[config.mk]
export PLATFORM = sky130hd
export DESIGN_NAME = seq_detect_param
export DESIGN_NICKNAME = d
export VERILOG_FILES = /design/src/rtl/seq_detect_param.sv
export SDC_FILE = /design/constraint.sdc
export NUM_CORES = 1
export LEC_CHECK = 0
export CAP_MARGIN = 10
export CORE_MARGIN = 4
export CORE_UTILIZATION = 44
export DETAILED_ROUTE_END_ITERATION = 8
export HOLD_SLACK_MARGIN = 0.1
export PLACE_DENSITY = 0.79
export SKIP_CTS_REPAIR_TIMING = 1
export SLEW_MARGIN = 20
export SYNTH_ARGS = -nofsm -noshare
export SYNTH_HDL_FRONTEND = slang
export SYNTH_SLANG_ARGS = --single-unit
[constraint.sdc]
create_clock -name CLOCK_50 -period 2.2 [get_ports CLOCK_50]
set_clock_uncertainty 0.15 [all_clocks]
set_input_delay 0.33 -clock CLOCK_50 [delete_from_list [all_inputs] [get_ports CLOCK_50]]
set_output_delay 0.33 -clock CLOCK_50 [all_outputs]
set_load 0.05 [all_outputs]
[src/rtl/seq_detect_param.sv]
// Run-time loadable serial bit-sequence detector with overlapping/non-overlapping modes.
// Optional saturating match counter, built when SEQ_DETECT_MATCH_CNT_EN is defined.
module seq_detect_param #(
    parameter int                 MAX_LEN     = 8,
    parameter int                 DEF_LEN     = 5,
    parameter logic [MAX_LEN-1:0] DEF_PATTERN = MAX_LEN'(5'b10010),
    parameter int                 CNT_W       = 8,
    localparam int                LW          = $clog2(MAX_LEN + 1)
) (
    input  logic               CLOCK_50,
    input  logic               rst,
    input  logic               x,
    input  logic               x_valid,
    input  logic               overlap,
    input  logic               cfg_load,
    input  logic [MAX_LEN-1:0] cfg_pattern,
    input  logic [LW-1:0]      cfg_len,
    output logic               match,
    output logic               z,
    output logic               cfg_err,
    output logic [LW-1:0]      fill,
    output logic [CNT_W-1:0]   match_cnt
);

    logic [MAX_LEN-1:0] history_reg;
    logic [MAX_LEN-1:0] pattern_reg;
    logic [LW-1:0]      len_reg;
    logic [LW-1:0]      fill_reg;
    logic               match_reg;
    logic               cfg_err_reg;

    logic [MAX_LEN-1:0] history_next;
    logic [LW-1:0]      fill_next;
    logic [MAX_LEN-1:0] len_mask;
    logic               hit;
    logic               cfg_legal;

    // Only the low len bits of history and pattern take part in the compare.
    for (genvar gi = 0; gi < MAX_LEN; gi++) begin : g_mask
        assign len_mask[gi] = (LW'(gi) < len_reg);
    end

    assign history_next = {history_reg[MAX_LEN-2:0], x};
    assign fill_next    = (fill_reg == LW'(MAX_LEN)) ? fill_reg : fill_reg + LW'(1);
    assign hit          = (((history_next ^ pattern_reg) & len_mask) == '0)
                          && (fill_next >= len_reg);
    assign cfg_legal    = (cfg_len != '0) && (cfg_len <= LW'(MAX_LEN));

    always_ff @(posedge CLOCK_50) begin
        if (rst) begin
            history_reg <= '0;
            fill_reg    <= '0;
            pattern_reg <= DEF_PATTERN;
            len_reg     <= LW'(DEF_LEN);
            match_reg   <= 1'b0;
            cfg_err_reg <= 1'b0;
        end else begin
            match_reg   <= 1'b0;
            cfg_err_reg <= 1'b0;
            if (cfg_load) begin
                // A load always swallows the bit presented in the same cycle.
                if (cfg_legal) begin
                    pattern_reg <= cfg_pattern;
                    len_reg     <= cfg_len;
                    history_reg <= '0;
                    fill_reg    <= '0;
                end else begin
                    cfg_err_reg <= 1'b1;
                end
            end else if (x_valid) begin
                history_reg <= history_next;
                fill_reg    <= (hit && !overlap) ? '0 : fill_next;
                match_reg   <= hit;
            end
        end
    end

    assign match   = match_reg;
    assign z       = ~match_reg;
    assign cfg_err = cfg_err_reg;
    assign fill    = fill_reg;

`ifdef SEQ_DETECT_MATCH_CNT_EN
    logic [CNT_W-1:0] cnt_reg;

    always_ff @(posedge CLOCK_50) begin
        if (rst) begin
            cnt_reg <= '0;
        end else if (!cfg_load && x_valid && hit && (cnt_reg != '1)) begin
            cnt_reg <= cnt_reg + CNT_W'(1);
        end
    end

    assign match_cnt = cnt_reg;
`else
    assign match_cnt = '0;
`endif

endmodule

==> results of run 1 <==
## synth_stat cells (2+ instances only)
library cell / number
clkbuf_1: 4
a21oi_1: 9
dfxtp_1: 25
nor2_1: 3
o22ai_1: 4
ha_1: 6
nand3b_1: 4
o21ai_0: 2
xor2_1: 3
and2_1: 2
a22o_1: 7
xnor2_1: 8
nor2b_1: 2
nand2_1: 32
a32oi_1: 3
inv_1: 7
buf_4: 9
## power by group through the flow
| stage | sequential [mW] | combinational [mW] | clock (mW) |
|---|---|---|---|
| 2_1_floorplan | 0.513 | 0.172 | 0 |
| 3_3_place_gp | 0.500 | 0.245 | 0 |
| 3_5_place_dp | 0.501 | 0.255 | 0 |
| 4_1_cts | 0.491 | 0.256 | 0.223 |
| 5_1_grt | 0.494 | 0.294 | 0.245 |
| 6_report | 0.491 | 0.275 | 0.214 |
## final timing paths
kind	from	endpoint	depth (start not counted)
worst max-delay path	fill[0]	fill[0]	9
worst min-delay path	pattern_reg[3]	pattern_reg[3]	2
worst max register to register	fill[0]	fill[0]	9
worst min register to register	pattern_reg[3]	pattern_reg[3]	2
## worst max-delay path, delay by kind of cell (launching register included)
kind	cells	cell delay (ps)
compound gates	3	710
simple gates	2	270
buf+inv	1	60
fa+ha+maj	2	440
flops	1	390
xor+xnor	1	170
## final cells by class
| class | instances | area [um^2] |
|---|---|---|
| fillers | 256 | 1050 |
| multi-input cells | 113 | 865 |
| well taps | 31 | 38.8 |
| repair buffers | 36 | 330 |
| clock inverters | 1 | 7.51 |
| flip-flops and latches | 25 | 510 |
| clock buffers | 3 | 22.5 |
| inverters | 8 | 32.5 |
## routing by layer
layer | vias up | global-route usage (%)
li1 | 588 | -
met1 | 572 | 18.4
met2 | 24 | 29.7
met3 | 2 | 2.49
met4 | 0 | 4.31
met5 | - | 0
## logic make-up after synthesis
group	after synthesis	synth area share, %
and+or+nand+nor	51	19.6
other	1	0.276
buffers and inverters	22	8.65
DFF	25	36.8
AOI/OAI and AO/OA	36	21.3
adders and majority gates	6	5.52
muxes	1	0.736
xor gates and xnor gates	11	7.08
## through the flow
stage	instance area (um^2)	worst slack, ps	hold slack, ps	std cells
floorplan	1430	-26.9	298	160
global placement	1690	27.1	309	211
detailed placement	1690	-51.5	312	211
CTS	1720	-95.7	331	215
global route	1810	-200	357	217
finish	1810	-73.5	330	217
==> impl_metrics.csv, run 1 <==
group,metric,value,unit
grt,antenna_found_initial,0,
power_and_ir_drop,power_density,542,mW/mm^2
clock_network,htree_levels,1,
grt,grt_pass1_wl,5310,um
power_and_ir_drop,total_power,0.980,mW
job,drv_cap,0,
power_and_ir_drop,p_int,0.664,mW
run_status,status,"finished with violations",
power_and_ir_drop,combPwrFrac,28.1,%
setup_path,critical_path_arrival,2370,ps
synthesis,yosysTopAreaCell,"dfxtp_1",
synthesis,ys_async_sr_fraction,0,%
timing,fin_crit_sh,103,%
clock_network,cts_made_buffers,3,
timing,hold_viol_final,0,
synthesis,synth_top_area_share,36.8,%
routing,highest_layer,"met4",
die,start_util,47.7,%
die,io_pins,33,
clock_network,clock_path_buffers,2,
clock_network,cts_sinks,25,
routing,wl_met3,103,um
routing,antenna_left,0,
die,dieArea,0.00404,mm^2
timing,fin_crit,2270,ps
cells_and_area,final_nets,211,
timing,tightest_slew,499,ps
synthesis,ys_types,40,
placed_design,gp_congestion,0.869,
die,die_h,63.6,um
routing,wl_met2,1700,um
routing,drtIter0Drc,24,
synthesis,syn_area,0.00136,mm^2
power_and_ir_drop,pwr-share-seq,50.1,%
placed_design,hpwl,2530,um
cells_and_area,final_common_cell,"nand2_1",
timing,setup_viol,5,
timing,final.setup.worst_slack,-73.5,ps
power_and_ir_drop,p_clk_share,21.8,%
worst_hold_path,hold_path_class,"reg2reg",
cells_and_area,drive_gt1_share,21.5,%
grt,grt_pass1_vias,1201,
setup_path,r2r_setup_slack,-70,ps
setup_path,crit_type,"reg2reg",
synthesis,synth-edff-count,0,
timing,grt_setup_unrepaired,"true",
synthesis,syn_inst,153,
cells_and_area,largest_reg_flops,8,
setup_path,crit_fanout,5,
power_and_ir_drop,switching_share,32.2,%
routing,vias_per_cell,5.47,
run_status,violations,"negative setup slack",
power_and_ir_drop,p_leak,0.682,nW
synthesis,syn-mean-instance-area,8.89,um^2
routing,route.vias.total,1186,
routing,routed_wl,3170,um
synthesis,yosysSeqAreaShare,36.8,%
power_and_ir_drop,vdd_drop_max,413,uV
setup_path,crit_path_max_incr_delay,390,ps
die,rows,19,
cells_and_area,area_growth,32.8,%
synthesis,synth_flop_cell,"dfxtp_1",
routing,wl_per_cell,14.6,um
cells_and_area,diodes,0,
setup_path,crit_chain,"inv_4 -> ha_4 -> nand3b_1 -> xnor2_2 -> ha_1 -> nand2b_4 -> a2111oi_4 -> a2111oi_4 -> o32ai_2",
timing,final.setup.tns,-229,ps
routing,drc,0,
setup_path,endpoint_kind,"flop",
setup_path,crit_top_cell,"a2111oi_4",
clock_network,clk_pin_slew,150,ps
routing,first_pass_iters,4,
grt,grt_max_degree,16,
setup_path,cp-start-kind,"flop",
synthesis,synth-seq-cells,25,
grt,overflow,0,
timing,maxSlewViolCount,0,
synthesis,yosys-top-cells-area,"dfxtp_1, nand2_1, ha_1",
clock_network,cts_root_buf,"clkbuf_4",
setup_path,cp_slowest_cell,"dfxtp_4",
cells_and_area,finish.utilization,63.3,%
clock_network,clk_latency,320,ps
setup_path,worstPathRequired,2300,ps
grt,track_usage,15.9,%
clock_network,tritoncts,"yes",
routing,wl_met1,1350,um
placed_design,io_buffer_count,24,
die,coreArea,0.00285,mm^2
cells_and_area,final_cell_mix,"nand2_1, clkdlybuf4s50_1, dfxtp_1",
power_and_ir_drop,p_sw,0.316,mW
die,die_x,63.6,um
synthesis,yosysWarnings,0,
timing,slew_headroom,66.6,%
timing,fmax,0.440,GHz
Power figures use the tool's default switching activity.
==> run 2: changes to the inputs <==
CAP_MARGIN = not set   (was 10)
CELL_PAD_IN_SITES_DETAIL_PLACEMENT = 0   (was not set)
CELL_PAD_IN_SITES_GLOBAL_PLACEMENT = 2   (was not set)
CORE_UTILIZATION = 26   (was 44)
SKIP_CTS_REPAIR_TIMING = not set   (was 1)
==> run 2 against run 1 <==
Against the previous run: the flow still finishes with violations (negative setup slack); critical endpoint unchanged; critical path depth is the same; sequential share of layout area down 0.95 points; first-iteration DRC count is 17% lower; die area grew 60%; via count down 1.5%; combinational power about the same.
==> impl_metrics.csv, run 2 (synthesis results as in run 1) <==
group,metric,value,unit
timing,slew_headroom,66.8,%
timing,fmax,0.444,GHz
clock_network,cts_made_buffers,3,
run_status,violations,"negative setup slack",
cells_and_area,area_growth,37.4,%
cells_and_area,final_common_cell,"nand2_1",
setup_path,endpoint_kind,"flop",
clock_network,clock_path_buffers,2,
cells_and_area,final_nets,216,
cells_and_area,largest_reg_flops,8,
setup_path,crit_fanout,5,
routing,routed_wl,3310,um
clock_network,tritoncts,"yes",
die,start_util,26.8,%
clock_network,clk_latency,270,ps
die,rows,26,
routing,drc,0,
timing,maxSlewViolCount,0,
clock_network,cts_root_buf,"clkbuf_8",
die,die_x,80.3,um
routing,drtIter0Drc,20,
timing,fin_crit_sh,102,%
cells_and_area,drive_gt1_share,21.5,%
timing,setup_viol,3,
die,io_pins,33,
cells_and_area,final_cell_mix,"nand2_1, clkdlybuf4s50_1, dfxtp_1",
power_and_ir_drop,vdd_drop_max,277,uV
grt,overflow,0,
cells_and_area,design_area,0.00187,mm^2
worst_hold_path,hold_path_class,"reg2reg",
routing,route.vias.total,1168,
placed_design,gp_congestion,0.857,
setup_path,crit_type,"reg2reg",
clock_network,clk_pin_slew,90,ps
die,dieArea,0.00645,mm^2
run_status,status,"finished with violations",
grt,track_usage,11.0,%
power_and_ir_drop,p_leak,0.720,nW
die,die_h,80.3,um
clock_network,cts_sinks,25,
setup_path,cp-start-kind,"flop",
timing,grt_setup_unrepaired,"true",
grt,grt_max_degree,16,
grt,grt_pass1_wl,5510,um
cells_and_area,multi_input_area,821,um^2
clock_network,htree_levels,1,
grt,grt_pass1_vias,1220,
grt,antenna_found_initial,0,
placed_design,hpwl,2570,um
job,drv_cap,0,
setup_path,r2r_setup_slack,-50,ps
setup_path,worstPathRequired,2230,ps
die,coreArea,0.00507,mm^2
timing,tightest_slew,497,ps
timing,final.setup.worst_slack,-51.4,ps
placed_design,io_buffer_count,24,
cells_and_area,diodes,0,
timing,fin_crit,2250,ps
setup_path,critical_path_arrival,2280,ps
routing,first_pass_iters,4,
routing,antenna_left,0,
power_and_ir_drop,total_power,1.05,mW
timing,final.setup.tns,-58.2,ps
cells_and_area,n_fill_cell,543,
cells_and_area,regArea,510,um^2
routing,wl_per_cell,12.7,um
routing,vias_per_cell,4.48,
power_and_ir_drop,power_density,563,mW/mm^2
placed_design,placed_cell_area,0.00176,mm^2
timing,hold_viol_final,0,
==> run 2: changes by cell type in the layout (fill, tap and decap cells not counted), moves of 2 or more <==
cell / delta
buf_4: +5
clkbuf_4: -3
clkbuf_8: +3
ha_4: -2
inv_4: +2
nand2_1: +2
nand2_2: -2
==> run 2: worst max-delay path, cell delays in order (launching register included) <==
cell,delay [ps]
dfxtp_4,370
inv_4,60
ha_4,120
nand3b_1,130
xnor2_2,170
ha_1,270
nand2b_4,150
a2111oi_4,350
a2111oi_4,120
o32ai_1,250
==> run 2: area by class of cell <==
cell class | instances | area share [%]
tap | 70 | 4.69
clock buffer | 3 | 2.21
timing repair buffer | 41 | 19.7
multi-input combinational | 113 | 43.9
inverter | 8 | 1.87
clock inverter | 1 | 0.335
sequential | 25 | 27.3
==> run 2: metal layers <==
layer / wire [um] / GRT usage (%)
met4: 41 / 3.72
met1: 1430 / 11.7
met5: 0 / 0
met3: 175 / 3.14
met2: 1660 / 20.6
==> run 2: final timing paths <==
path	end	startpoint	cells past startpoint
max	fill[0]	fill[1]	9
min	pattern_reg[3]	pattern_reg[3]	2
max reg2reg	fill[0]	fill[1]	9
min reg2reg	pattern_reg[3]	pattern_reg[3]	2
==> run 2: power breakdown <==
part	total, mW	internal [mW]	switching (mW)
clock	0.288	0.130	0.158
combinational	0.273	0.127	0.147
sequential	0.492	0.471	0.0207
total	1.05	0.727	0.326
==> run 2: metrics by stage <==
stage	setup WS, ps	instances	hold WS, ps	util (%)
2_1_floorplan	-26.9	160	298	-
3_3_place_gp	22.4	252	313	34.6
3_5_place_dp	-75.4	252	318	34.6
4_1_cts	-106	260	332	36.7
5_1_grt	-136	261	365	36.8
6_report	-51.4	261	323	36.8
==> run 2: repair_timing <==
item,4_1_cts,5_1_grt
pin swaps,7,3
hold buffers,0,0
hold endpoints to repair,0,0
resized for setup,6,0
setup buffers,4,1
setup endpoints to repair,5,5
==> run 3: changes to the inputs <==
CORE_MARGIN = not set   (was 4)
==> run 3 against run 2 <==
Against the previous run: highest routed layer unchanged; largest power group unchanged; clock power about the same; register-to-register slack worse by 20 ps; via count down 0.77%; combinational power up 2%; critical path depth unchanged; sequential power about the same; the run still ends with negative setup slack left; core utilization up 1.8 points.
==> impl_metrics.csv, run 3 (synthesis results as in run 1) <==
group,metric,value,unit
grt,antenna_found_initial,0,
setup_path,crit_top_cell,"a2111oi_4",
placed_design,io_buffer_count,24,
routing,wl_met1,1440,um
setup_path,setup.worst_path.start,"fill[1]",
die,start_util,27.9,%
power_and_ir_drop,combPwrFrac,26.3,%
run_status,violations,"negative setup slack",
timing,fin_crit,2270,ps
setup_path,endpoint_kind,"flop",
routing,vias_per_cell,4.49,
routing,first_pass_iters,4,
clock_network,clk_latency,280,ps
clock_network,clock_path_buffers,2,
placed_design,pre_cts_slack,-98.7,ps
setup_path,rr_startpoint,"fill[1]",
timing,hold_slack,321,ps
worst_hold_path,min_from,"pattern_reg[0]",
power_and_ir_drop,p_clk_share,27.4,%
grt,grt_pass1_wl,5290,um
clock_network,htree_levels,1,
die,die_h,74.3,um
die,rows,25,
cells_and_area,largest_reg_flops,8,
die,die_x,74.3,um
power_and_ir_drop,p_sw,0.331,mW
clock_network,clk_pin_slew,90,ps
routing,wl_met3,127,um
cells_and_area,final_nets,216,
grt,grt_max_degree,16,
timing,hold_viol_final,0,
setup_path,critical_path_arrival,2310,ps
grt,track_usage,12.6,%
timing,grt_setup_unrepaired,"true",
setup_path,crit_chain,"inv_4 -> ha_4 -> nand3b_1 -> xnor2_2 -> ha_1 -> nand2b_4 -> a2111oi_4 -> a2111oi_4 -> o32ai_2",
cells_and_area,final_cell_mix,"nand2_1, clkdlybuf4s50_1, dfxtp_1",
timing,final.setup.worst_slack,-68.3,ps
placed_design,gp_congestion,0.800,
job,drv_cap,0,
power_and_ir_drop,p_int,0.729,mW
timing,fmax,0.441,GHz
routing,drc,0,
cells_and_area,final_common_cell,"nand2_1",
power_and_ir_drop,vdd_drop_max,301,uV
die,dieArea,0.00552,mm^2
placed_design,hpwl,2380,um
die,io_pins,33,
timing,setup_viol,5,
power_and_ir_drop,switching_share,31.2,%
setup_path,cp-start-kind,"flop",
routing,antenna_left,0,
clock_network,cts_made_buffers,3,
routing,wl_met2,1530,um
power_and_ir_drop,pwr-share-seq,46.3,%
routing,routed_wl,3140,um
setup_path,worstPathRequired,2240,ps
worst_hold_path,hold_path_class,"reg2reg",
clock_network,tritoncts,"yes",
setup_path,cp_slowest_cell,"dfxtp_4",
cells_and_area,drive_gt1_share,22.5,%
clock_network,cts_root_buf,"clkbuf_8",
setup_path,crit_type,"reg2reg",
setup_path,crit_path_max_incr_delay,360,ps
clock_network,cts_sinks,25,
cells_and_area,area_growth,38.6,%
grt,grt_pass1_vias,1171,
die,coreArea,0.00488,mm^2
power_and_ir_drop,p_leak,0.719,nW
routing,wl_per_cell,12.2,um
grt,overflow,0,
setup_path,crit_fanout,5,
routing,route.vias.total,1159,
timing,maxSlewViolCount,0,
routing,drtIter0Drc,52,
timing,fin_crit_sh,103,%
cells_and_area,diodes,0,
power_and_ir_drop,power_density,562,mW/mm^2
routing,highest_layer,"met4",
run_status,status,"finished with violations",
==> run 3: per-layer routing <==
metal	track usage (%)	up-vias
li1	-	593
met1	14.7	538
met2	22.7	24
met3	3.25	4
met4	3.77	0
met5	0	-
==> run 3: critical path: cells and delay by family, from the launching register on <==
family	cells	cell delay [ps]
AO/OA/AOI/OAI	3	720
adder cells (fa/ha/maj)	2	390
flip-flops	1	360
AND/OR/NAND/NOR	2	270
XOR/XNOR	1	220
buffers and inverters	1	60
==> run 3: metrics by stage <==
stage               std cells  instance area [um^2]  setup TNS (ps)  power, mW  utilization (%)
finish                    258                  1890            -182       1.06             38.6
global route              258                  1890            -736       1.12             38.6
CTS                       257                  1880            -115       1.07             38.4
detailed placement        248                  1750            -116      0.755             35.8
global placement          248                  1750               0      0.751             35.8
floorplan                 160                  1430           -26.9      0.685                -
==> run 3: layout make-up <==
cell class / instances / area, um^2
fillers: 517 / 2990
multi-input cells: 113 / 841
inverters: 8 / 35.0
clock buffers: 3 / 41.3
clock inverters: 1 / 6.26
repair buffers: 41 / 368
well taps: 67 / 83.8
flip-flops and latches: 25 / 510
==> run 3: final timing paths <==
check                           slack (ps)              to  cells after the start
worst max register to register         -70         fill[0]                      9
worst max-delay path                   -70         fill[0]                      9
worst min register to register         320  pattern_reg[0]                      2
worst min-delay path                   320  pattern_reg[0]                      2
==> run 3: power groups by stage <==
| stage | sequential (mW) | combinational (mW) | clock [mW] |
|---|---|---|---|
| after CTS | 0.491 | 0.275 | 0.303 |
| after detailed placement | 0.502 | 0.253 | 0 |
| final | 0.491 | 0.279 | 0.291 |
| after floorplan | 0.513 | 0.172 | 0 |
| after global routing | 0.495 | 0.299 | 0.325 |
| after global placement | 0.501 | 0.250 | 0 |
==> run 3: what timing repair did <==
item                                    4_1_cts  5_1_grt
endpoints found under the setup margin        5        5
gates resized for setup                       8        1
hold buffers                                  0        0
setup buffers                                 5        1
pin swaps                                     6        3
==> variant 1, RTL diff (config.mk and constraints of run 2) <==
Register the output `z`, without a reset; this adds one clock of latency there. The other outputs are not delayed to match.
--- a/src/rtl/seq_detect_param.sv
+++ b/src/rtl/seq_detect_param.sv
@@ -76,7 +76,9 @@
     end
 
     assign match   = match_reg;
-    assign z       = ~match_reg;
+    always_ff @(posedge CLOCK_50) begin
+        z <= ~match_reg;
+    end
     assign cfg_err = cfg_err_reg;
     assign fill    = fill_reg;
 
Check against the original RTL: not equivalent (a bounded check fails within 4 cycles, from zero or initial values and one cycle with rst high).
==> variant 1 against run 2 <==
Area after synthesis increased by 1.5%. Via count is essentially flat. Setup slack better by 0.012 ns. Total power grew 2.9%. The flow still finishes with violations (negative setup slack). Wire length shrank 4.6%. Die area increased by 1.3%. Non-clock buffer count down 2. Sequential cell count is 1 higher. Clock power rose by 7%. Sequential power grew 3%. Cell count fell by 0.38%. Cell area increased by 1.1%.
==> variant 1: results (changes against run 2) <==
outcome=finished, violations left (unchanged); drt pass-1 iters=2 (was 4); Met2 Wirelength=1540 um (was 1660 um); synthesized area=0.00138 sq mm (was 0.00136 sq mm); CP Launch Point=fill[0]$_SDFFE_PP0P_ (was fill[1]$_SDFFE_PP0P_); sequential fraction of the synthesis area=37.7% (was 36.8%); final-layout non-clock buffer area share=18.7% (was 19.7%); Final WS setup=-0.0390 ns (was -0.0514 ns); vias in the first global route=1,196 (was 1,220); Pleak=0.000719 uW (was 0.000720 uW); WL met3=146 um (was 175 um); clock buffers=4 (was 3); area of the multi-input gates=833 sq um (was 821 sq um); Final Non-Filler Cells=260 (was 261); Non-CTS buffers=39 (was 41); PostCTS Resize Cnt=4 (was 6); gr usage total=10.7% (was 11.0%); Clock-cell share=2.91% (was 2.54%); Fillers=546 (was 543); Syn Area/Cell=8.96 sq um (was 8.89 sq um); Post-Place Cells=253 (was 252); Worst-Margin Slew=0.496 ns (was 0.497 ns); number of post-CTS setup repair buffers=2 (was 4); largest net degree at the start of global routing=15 (was 16); Arr. time, crit path=2.26 ns (was 2.28 ns); Sequential cell area=531 sq um (was 510 sq um); top cells by area, synth=dfxtp_1, nand2_1, ha_1 (unchanged); first-pass GRT wire length=5470 um (was 5510 um); final RePlAce weighted congestion=0.864 (was 0.857); WL met1=1440 um (was 1430 um); setup violators final=1 (was 3); multi-input gate share of total cell area=44.1% (was 43.9%); Reg-to-Reg Start=fill[0]$_SDFFE_PP0P_ (was fill[1]$_SDFFE_PP0P_); failing checks=negative setup slack (unchanged); initial DRC count=32 (was 20)
-- variant 1: how the worst min path moves through the flow --
stage,slack (ns),cells after the start,to,from
2_1_floorplan,0.30,1,len_reg[2]$_SDFFE_PP1P_,cfg_len[2]
5_1_grt,0.26,1,z$_DFF_P_,match$_SDFF_PP0_
6_report,0.23,1,z$_DFF_P_,match$_SDFF_PP0_
4_1_cts,0.24,1,z$_DFF_P_,match$_SDFF_PP0_
3_3_place_gp,0.21,1,z$_DFF_P_,match$_SDFF_PP0_
3_5_place_dp,0.22,1,z$_DFF_P_,match$_SDFF_PP0_
-- variant 1: cells by family after synthesis --
kind of cell               Yosys count  synth area share (%)
AOI/OAI and AO/OA                   36                  21.0
xor gates and xnor gates            11                  6.98
muxes                                1                 0.725
and+or+nand+nor                     51                  19.3
buffers and inverters               22                  8.52
adders and majority gates            6                  5.44
other                                1                 0.272
DFF                                 26                  37.7
-- variant 1: where the power goes --
part | switching (uW) | internal, uW
Combinational | 146 | 122
Sequential | 19.1 | 489
Clock | 148 | 160
==> variant 2, RTL diff (flow settings as in run 2) <==
Made on the original files. Set the parameter `CNT_W` to 12 (it was 8).
--- a/src/rtl/seq_detect_param.sv
+++ b/src/rtl/seq_detect_param.sv
@@ -4,7 +4,7 @@
     parameter int                 MAX_LEN     = 8,
     parameter int                 DEF_LEN     = 5,
     parameter logic [MAX_LEN-1:0] DEF_PATTERN = MAX_LEN'(5'b10010),
-    parameter int                 CNT_W       = 8,
+    parameter int                 CNT_W       = 12,
     localparam int                LW          = $clog2(MAX_LEN + 1)
 ) (
     input  logic               CLOCK_50,
Ports: changed (resized match_cnt); port bits go from 33 to 37. No check against the original RTL was run, so the function may have changed too.
==> variant 2 against run 2 <==
Sequential cell count unchanged. Total power increased by 2.5%. Cell area increased by 2.5%. Area after synthesis increased by 2.2%. Synthesized cell count increased by 2.6%. Combinational power increased by 8.1%. Global-route usage decreased by 0.053 points. Wire length decreased by 3.4%. The run still ends with negative setup slack left. Critical path depth unchanged. Setup slack improved by 0.016 ns. Largest power group unchanged. Via count decreased by 0.77%.
==> variant 2: results (changes against run 2) <==
outcome=finished, violations left (unchanged); failing checks=negative setup slack (unchanged); Fillers=570 (was 543); largest net degree at the start of global routing=17 (was 16); setup violators final=2 (was 3); top cells by area, synth=dfxtp_1, nand2_1, buf_4 (was dfxtp_1, nand2_1, ha_1); Pleak=0.000738 uW (was 0.000720 uW); vias in the first global route=1,174 (was 1,220); first-pass GRT wire length=5470 um (was 5510 um); Worst-Margin Slew=0.496 ns (was 0.497 ns); gr usage total=11.0% (about the same); synth cell count leaders=nand2_1, dfxtp_1, buf_4 (was nand2_1, dfxtp_1, a21oi_1, buf_4, xnor2_1); number of post-CTS setup repair buffers=6 (was 4); worst-path fanout max=5 (unchanged); sequential fraction of the synthesis area=36.0% (was 36.8%); Worst IR Drop VDD=0.000366 V (was 0.000277 V); Yosys cell types=40 (unchanged); setup tns final=-0.0481 ns (was -0.0582 ns); number of flip-flops under the largest register name=8 (unchanged); WL final=3200 um (was 3310 um); initial DRC count=30 (was 20); share of cells above drive strength 1=22.8% (was 21.5%); final RePlAce weighted congestion=0.803 (was 0.857); nets@finish=222 (was 216); Clk pin slew, worst setup/hold paths=0.10 ns; CP Capture Type=register (unchanged); HP Class=reg2reg (unchanged); Arr. time, crit path=2.27 ns; Syn. warnings=0 (unchanged); DR vias/cell=4.34 (was 4.48); DP HPWL=2490 um (was 2570 um); Final WS setup=-0.0353 ns (was -0.0514 ns)
-- variant 2: cell types whose count changed after synthesis --
cell / change
buf_4: +4
-- variant 2: worst min path at each step --
| stage | to | slack [ns] | from | cells past startpoint |
|---|---|---|---|---|
| 2_1_floorplan | len_reg[2]$_SDFFE_PP1P_ | 0.30 | cfg_len[2] | 1 |
| 6_report | pattern_reg[7]$_SDFFE_PP0P_ | 0.33 | pattern_reg[7]$_SDFFE_PP0P_ | 2 |
| 3_3_place_gp | pattern_reg[0]$_SDFFE_PP0P_ | 0.32 | pattern_reg[0]$_SDFFE_PP0P_ | 2 |
| 3_5_place_dp | pattern_reg[2]$_SDFFE_PP0P_ | 0.31 | pattern_reg[2]$_SDFFE_PP0P_ | 2 |
| 4_1_cts | pattern_reg[2]$_SDFFE_PP0P_ | 0.33 | pattern_reg[2]$_SDFFE_PP0P_ | 2 |
| 5_1_grt | pattern_reg[0]$_SDFFE_PP0P_ | 0.36 | pattern_reg[0]$_SDFFE_PP0P_ | 2 |
-- variant 2: critical path: cells and delay by family (launching register included) --
| kind | cells | cell delay (ns) |
|---|---|---|
| AOI/OAI and AO/OA | 3 | 0.71 |
| xor gates and xnor gates | 1 | 0.17 |
| adders and majority gates | 2 | 0.42 |
| buffers and inverters | 1 | 0.06 |
| DFF | 1 | 0.36 |
| and+or+nand+nor | 2 | 0.27 |
-- variant 2: per-stage QoR --
stage / total power, uW / cell area [sq um] / util (%) / instances
after floorplan: 706 / 1470 / - / 168
after global placement: 774 / 1770 / 34.5 / 256
after detailed placement: 772 / 1770 / 34.5 / 256
after CTS: 1090 / 1890 / 36.9 / 266
after global routing: 1150 / 1920 / 37.3 / 267
final: 1080 / 1920 / 37.3 / 267
-- variant 2: layout make-up --
type / count / share of cell area [%]
multi-input combinational: 117 / 44.4
sequential: 25 / 26.6
timing repair buffer: 43 / 20.0
tap: 70 / 4.57
clock buffer: 3 / 2.16
inverter: 8 / 1.83
clock inverter: 1 / 0.457
-- variant 2: cell families after synthesis --
| logic type | Yosys count | synth area share, % |
|---|---|---|
| AOI/OAI and AO/OA | 36 | 20.9 |
| xor gates and xnor gates | 11 | 6.93 |
| adders and majority gates | 6 | 5.40 |
| buffers and inverters | 26 | 10.6 |
| DFF | 25 | 36.0 |
| muxes | 1 | 0.720 |
| other | 1 | 0.270 |
| and+or+nand+nor | 51 | 19.2 |
-- variant 2: routing by layer --
layer / GRT usage, % / part of all wire [%]
met5: 0 / 0
met4: 5.24 / 2.7
met3: 3.44 / 6.2
met2: 18.7 / 48
met1: 12.4 / 43
-- variant 2: power breakdown --
group | internal, uW | switching (uW) | total [uW]
combinational | 131 | 164 | 295
clock | 133 | 160 | 293
sequential | 471 | 19.7 | 491
total | 735 | 344 | 1080
